## src/rtl/flag_z_update_sequencer.sv

```systemverilog
// flag_z_update_sequencer: sequences Z flag register writes for ALU updates, EX AF,AF' and POP AF
module flag_z_update_sequencer #(
  parameter int NUM_SRC = 12,
  parameter int POP_TIMEOUT = 15,
  parameter int CNT_W = 8
) (
  input  logic               Clk,
  input  logic               Reset,
  input  logic               req_valid,
  output logic               req_ready,
  input  logic [1:0]         req_cmd,
  input  logic [3:0]         req_zsrc,
  input  logic               pop_data_valid,
  output logic               PF_Write_Z,
  output logic [NUM_SRC-1:0] notPF_Select_Z,
  output logic               PR_Ex,
  output logic               notPR_Ex,
  output logic               PR_Write,
  output logic               notPR_Write,
  output logic               shadow_we,
  output logic               busy,
  output logic               done,
  output logic               err
);
  typedef enum logic [2:0] {IDLE, UPDATE, EXCH, POP_WAIT, POP_WR} state_t;
  state_t state, state_n;
  logic [3:0] zsrc_q, zsrc_n;
  logic [CNT_W-1:0] cnt, cnt_n;
  logic done_n, err_n, pf_n, ex_n, wr_n;
  logic [NUM_SRC-1:0] sel_n;
  // next state, captured command and the registered output values that go with the next state
  always_comb begin
    state_n = state;
    zsrc_n = zsrc_q;
    cnt_n = cnt;
    done_n = 1'b0;
    err_n = 1'b0;
    case (state)
      IDLE:
        if (req_valid)
          case (req_cmd)
            2'd0: begin
              zsrc_n = req_zsrc;
              state_n = int'(req_zsrc) < NUM_SRC ? UPDATE : IDLE;
              err_n = int'(req_zsrc) >= NUM_SRC;
            end
            2'd1: state_n = EXCH;
            2'd2: begin
              state_n = POP_WAIT;
              cnt_n = '0;
            end
            default: done_n = 1'b1;
          endcase
      POP_WAIT:
        if (pop_data_valid) state_n = POP_WR;
        else if (cnt == CNT_W'(POP_TIMEOUT - 1)) begin
          state_n = IDLE;
          err_n = 1'b1;
        end else cnt_n = cnt + 1'b1;
      default: begin
        state_n = IDLE;
        done_n = 1'b1;
      end
    endcase
    pf_n = state_n == UPDATE;
    ex_n = state_n == EXCH;
    wr_n = state_n == POP_WR;
    sel_n = pf_n ? ~({{(NUM_SRC-1){1'b0}}, 1'b1} << zsrc_n) : '1;
  end
  // state and every output registered so the Z register sees glitch-free one-cycle controls
  always_ff @(posedge Clk) begin
    if (Reset) begin
      state <= IDLE;
      zsrc_q <= '0;
      cnt <= '0;
      req_ready <= 1'b1;
      busy <= 1'b0;
      PF_Write_Z <= 1'b0;
      notPF_Select_Z <= '1;
      PR_Ex <= 1'b0;
      notPR_Ex <= 1'b1;
      PR_Write <= 1'b0;
      notPR_Write <= 1'b1;
      shadow_we <= 1'b0;
      done <= 1'b0;
      err <= 1'b0;
    end else begin
      state <= state_n;
      zsrc_q <= zsrc_n;
      cnt <= cnt_n;
      req_ready <= state_n == IDLE;
      busy <= state_n != IDLE;
      PF_Write_Z <= pf_n;
      notPF_Select_Z <= sel_n;
      PR_Ex <= ex_n;
      notPR_Ex <= ~ex_n;
      PR_Write <= wr_n;
      notPR_Write <= ~wr_n;
      shadow_we <= ex_n;
      done <= done_n;
      err <= err_n;
    end
  end
endmodule

```

## config.mk

```make
export PLATFORM = sky130hd
export DESIGN_NAME = flag_z_update_sequencer
export DESIGN_NICKNAME = d
export VERILOG_FILES = /design/src/rtl/flag_z_update_sequencer.sv
export SDC_FILE = /design/constraint.sdc
export NUM_CORES = 1
export LEC_CHECK = 0
export CAP_MARGIN = 20
export CORE_MARGIN = 3
export CORE_UTILIZATION = 55
export CTS_BUF_LIST = sky130_fd_sc_hd__clkbuf_8
export CTS_CLUSTER_SIZE = 10
export DETAILED_ROUTE_END_ITERATION = 16
export HOLD_SLACK_MARGIN = 0.06
export PLACE_DENSITY = 0.84
export SKIP_LAST_GASP = 1
export SYNTH_ARGS = -nofsm -noshare
export SYNTH_HDL_FRONTEND = slang
export SYNTH_SLANG_ARGS = --single-unit
export TNS_END_PERCENT = 5
```

## constraint.sdc

```tcl
create_clock -name Clk -period 4 [get_ports Clk]
set_clock_uncertainty 0.1 [all_clocks]
set_input_delay 0.4 -clock Clk [delete_from_list [all_inputs] [get_ports Clk]]
set_output_delay 0.4 -clock Clk [all_outputs]
set_load 0.005 [all_outputs]
```

# [Word-level counts from Yosys, hierarchy flattened]
# Index checks and enable logic that the tools add are counted.
# W data, S select, Z words.
[word_totals] output_inout_bits=22 ff_bits=36 word_cells=62 inputBits=10
[op_classes] bitwise=4 shift=1 add_sub_neg=1 n_lt_le_gt_ge=2 n_mux=22 n_reduce_logical=8 eq_ne=11
[ops] cell="$mux W8" n=4
[ops] cell="$pmux W8 S2" n=1
[ops] cell="$mux W4" n=3
[ops] cell="$not A12 Y12" n=1
[ops] cell="$shl A1 B4 Y12 const A" n=1
[ops] cell="$mux W3" n=3
[ops] cell="$pmux W3 S3" n=1
[ops] cell="$add A8 B1 Y8 const B" n=1
[ops] cell="$eq A8 B4 Y1 const B" n=1
[ops] cell="$mux W1" n=7
[ops] cell="$eq A3 B2 Y1 const B" n=2
[ops] cell="$logic_not A3 Y1" n=2
[ops] cell="$ne A2 B2 Y1 const B" n=3
[ops] cell="$pmux W3 S2" n=1
[ops] cell="$reduce_and A5 Y1" n=1
[ops] cell="$ge A4 B4 Y1 const B" n=1
[ops] cell="$lt A4 B4 Y1 const B" n=1
[ops] cell="$pmux W1 S2" n=2
[ops] cell="$eq A3 B1 Y1 const B" n=1
[ops] cell="$eq A3 B3 Y1 const B" n=1
[ops] cell="$not A1 Y1" n=3
[ops] cell="$reduce_bool A3 Y1" n=1
[ops] cell="$reduce_or A3 Y1" n=1
[ops] cell="$eq A2 B1 Y1 const B" n=1
[ops] cell="other kinds (5)" n=5

# [Depth between registers and ports, before layout]
[depth] ltp_word=8 ltp_mapped=8 mapped_depth_nobuf=6

# [Worst setup path before layout]
# No wires, ideal clock.
[synth_timing] kind="input-to-reg" start="in req_cmd[0]" end="reg notPF_Select_Z[2]" setup_slack_ps=1865 n_path_buf=2 arrival_ps=1896 setup_time_ps=139 required_time_ps=3761 path_stages=8 cell_sequence="inv_1 > ha_1 > clkbuf_1 > a21boi_0 > o211ai_2 > a2111oi_4 > buf_6 > nand3_1"
[synth_via] elab_chain_cells=7 elab_cells_between_ends=14 cone_classes="3 x eq/ne; 1 x shift; 6 x mux; 2 x bitwise; 2 x reduce/logical"
[synth_lines] item="from (decl)" line_no="11" text="input logic [1:0] req_cmd,"
[synth_lines] item="$eq A2 B2 Y1 (tied with other cells)" line_no="41" text="case (req_cmd)"
[synth_lines] item="$pmux W3 S3" line_no="41"
[synth_lines] item="$mux W3" line_no="40" text="if (req_valid)"
[synth_lines] item="$pmux W3 S2" line_no="38" text="case (state)"
[synth_lines] item="$eq A3 B1 Y1" line_no="65" text="pf_n = state_n == UPDATE;"
[synth_lines] item="$not A1 Y1 (no source line)"
[synth_lines] item="$reduce_or A2 Y1 (no source line)"
[synth_lines] item="to (signal assigned)" line_no="94" text="notPF_Select_Z <= sel_n;"
[synth_lines] item="to (decl)" line_no="15" text="output logic [NUM_SRC-1:0] notPF_Select_Z,"
# Parallel ways exist; a longest one is shown, timed or not.
# A chain may end at the register's enable or synchronous reset.

# [Final worst setup path]
[layout_timing] start="in req_valid" end="reg notPF_Select_Z[2]"
[layout_via] elab_chain_cells=5 elab_cells_between_ends=9 cone_classes="1 x eq/ne; 1 x shift; 4 x mux; 2 x bitwise; 1 x reduce/logical"
[layout_lines] item="from (decl)" line_no="9" text="input logic req_valid,"
[layout_lines] item="$mux W3" line_no="40"
[layout_lines] item="$pmux W3 S2" line_no="38"
[layout_lines] item="$eq A3 B1 Y1" line_no="65"
[layout_lines] item="$not A1 Y1 (no source line)"
[layout_lines] item="$reduce_or A2 Y1 (no source line)"
# Parallel ways exist; a longest one is shown, timed or not.

==> flow_summary.toml <==
[sta]
fin_crit_ns = 2.670
maxSlewViolCount = 0
worst_pin_slew_ns = 0.6758
rsz0062_at_grt = "no"
hold_violations = 0
relSlewSlack = 0.5475
setup_violations = 0
setup_ws_ns = 1.330
setup_total_negative_slack_ns = 0
hold_ws_ns = 0.3711
timing.fmax_mhz = 374.5
fin_crit_sh = 0.6676

[route]
drt_iter0_drc = 32
dr.pass1.iters = 4
routedWlPerCell_um = 14.57
num_vias = 1336
drc = 0
routed_wl_mm = 3.351
ant_nets = 0
drt-vias-per-instance = 5.809

[critical_path]
path_class = "in -> reg"
critPathMaxStageDelay_ns = 0.74
critPathLaunchType = "input pin"
crit_chain = "clkdlybuf4s50_1 -> nor4b_4 -> o211ai_2 -> a2111oi_4 -> nand3_1"
r2r_setup_slack_ns = 1.49
crit_path_max_fanout = 15
cpMaxStageDelayCell = "a2111oi_4"
worst_path_dominant_cell_family = "compound AO/OA/AOI/OAI gates"
reg2reg_depth = 4
cp-end-kind = "flop"
r2r-start = "state[2]$_SDFF_PP0_"
r2r-end = "notPF_Select_Z[2]$_SDFF_PP1_"
worstPathRequired_ns = 4.02
critPathArrivalTime_ns = 2.69
crit_buf_inv = 1

[synthesis]
yosysWarningCount = 0
synth_largest_area_cell = "dfxtp_1"
yosysMostFrequentCell = "dfxtp_1"
synthArstFlopShare = 0
synth_seq_cells = 36
synth_top_area_frac = 0.4431
syn_nets = 185
mappedNetlistArea_um2 = 1627
yosys.cell_types.count = 42
yosys-top-cells-count = "dfxtp_1, nand3_1, a21oi_1, nand2_1, inv_1"
ys_seq_area_frac = 0.4431
synth-edff-count = 0
synthCells = 170
synth.area.top_cells = "dfxtp_1, nand3_1, mux2i_1, ha_1, a21oi_1"
postSynthAreaPerCell_um2 = 9.568
ys.flop_type = "dfxtp_1"

[power]
vdd_drop_max_mv = 0.3259
leakage_nw = 0.7119
total_power_mw = 0.7074
power_density_nw_per_um2 = 352.9

[cts]
cts.clk_slew.worst_paths_ns = 0.06
cts-buffers-inserted = 5
h-tree-depth = 2
cts.sinks = 36
cts_tree = "built"
cts_hold_buffers = 0
cts_max_path_buffers = 2
clockRootBuffer = "clkbuf_8"
clock_latency_ns = 0.29
ctsResizeCount = 0
post_cts_buffers = 0

[grt]
antenna_found_initial = 0
grt_max_degree = 18
grt_use_total = 0.2053
grt_overflow_total = 0
grt_pass1_vias = 1197
grt_pass1_wl_mm = 5.485

[placement]
post-place-cells = 223
place_worst_setup_slack_ns = 1.070
hpwl_mm = 2.497
postPlaceCellArea_um2 = 1908
gp_congestion = 0.8223
portBuffers = 31

[hold_path]
hold-path-endpoint = "cnt[3]$_SDFFE_PP0P_"
hold_class = "reg -> reg"
hold_depth = 2
worstHoldStart = "cnt[3]$_SDFFE_PP0P_"

[floorplan]
fp.dieArea_um2 = 3646
io_pins = 32
start_util = 0.5848
die_y_um = 60.38
die_w_um = 60.38
rows = 19
core_area_um2 = 2781

[layout]
stdcell_count = 230
layout-drive-gt1-share = 0.07538
stdcell_area_um2 = 2004
fillers = 218
multiInputGateArea_um2 = 804.5
layout.nets = 214
register_area_um2 = 720.7
area_delta_synth_final_pct = 23.23
n_antenna_cell = 0
fin_util = 0.7206

[run_status]
status = "finished clean"

[flow_run]
maxCapViolCount = 0
worst register-to-register path, stage by stage (launching register included):
cell	delay, ns
dfxtp_1	0.36
nor4b_4	0.66
o211ai_2	0.32
a2111oi_4	0.74
nand3_1	0.17
sequential cells by signal, indices dropped and copies added, names as in the netlist:
register and count:
notPF_Select_Z 12, cnt 8, zsrc_q 4, state 3, PF_Write_Z 1, PR_Write 1, busy 1, done 1
err 1, notPR_Ex 1, notPR_Write 1, req_ready 1, shadow_we 1
area by class of cell:
class,count,share of cell area
clock buffers,7,0.04806
repair buffers,31,0.1548
well taps,31,0.01935
inverters,9,0.01685
multi-input cells,116,0.4014
flip-flops and latches,36,0.3596
how the worst max path moves through the flow:
stage | from | endpoint | slack (ns) | cells past startpoint
after detailed placement | req_valid | notPF_Select_Z[2]$_SDFF_PP1_ | 1.07 | 5
after floorplan | req_cmd[0] | notPF_Select_Z[2]$_SDFF_PP1_ | 1.86 | 8
final | req_valid | notPF_Select_Z[2]$_SDFF_PP1_ | 1.33 | 5
after CTS | req_valid | notPF_Select_Z[2]$_SDFF_PP1_ | 1.34 | 5
after global routing | req_valid | notPF_Select_Z[2]$_SDFF_PP1_ | 1.14 | 5
after global placement | req_valid | notPF_Select_Z[5]$_SDFF_PP1_ | 1.19 | 5
per-layer routing:
metal  vias to the layer above  part of all wire  GRT usage
met5                         -                 0          0
met4                         0             0.012    0.08544
met3                         5             0.058    0.05745
met2                        47              0.51     0.3395
met1                       614              0.42     0.2513
li1                        670                 -          -
cells by family (layout without fill, tap and decap cells):
| kind of cell | after synthesis | count (layout) | share of synthesized area |
|---|---|---|---|
| buf+inv | 18 | 47 | 0.06230 |
| flops | 36 | 36 | 0.4431 |
| compound gates | 35 | 35 | 0.1569 |
| simple gates | 67 | 67 | 0.2446 |
| fa+ha+maj | 5 | 5 | 0.03846 |
| xor+xnor | 1 | 1 | 0.005386 |
| mux | 8 | 8 | 0.04923 |
power by group:
group          switching (mW)  leakage, nW  internal, mW
Clock                   0.118       0.0503         0.153
Sequential            0.00456        0.292         0.365
Combinational          0.0360        0.370        0.0308
cell usage in the layout, fill, tap and decap left out, types with 7 or more instances in the layout:
| cell | Yosys | final |
|---|---|---|
| dfxtp_1 | 36 | 36 |
| clkdlybuf4s50_1 | 0 | 31 |
| nand3_1 | 20 | 20 |
| a21oi_1 | 10 | 10 |
| nand2_1 | 10 | 10 |
| inv_1 | 9 | 9 |
| nand2b_1 | 8 | 8 |
| mux2i_1 | 8 | 8 |
| o21ai_0 | 8 | 8 |
| nor2_1 | 7 | 7 |
| clkbuf_8 | 1 | 7 |
Note: power is estimated with default switching activity, not from simulation.
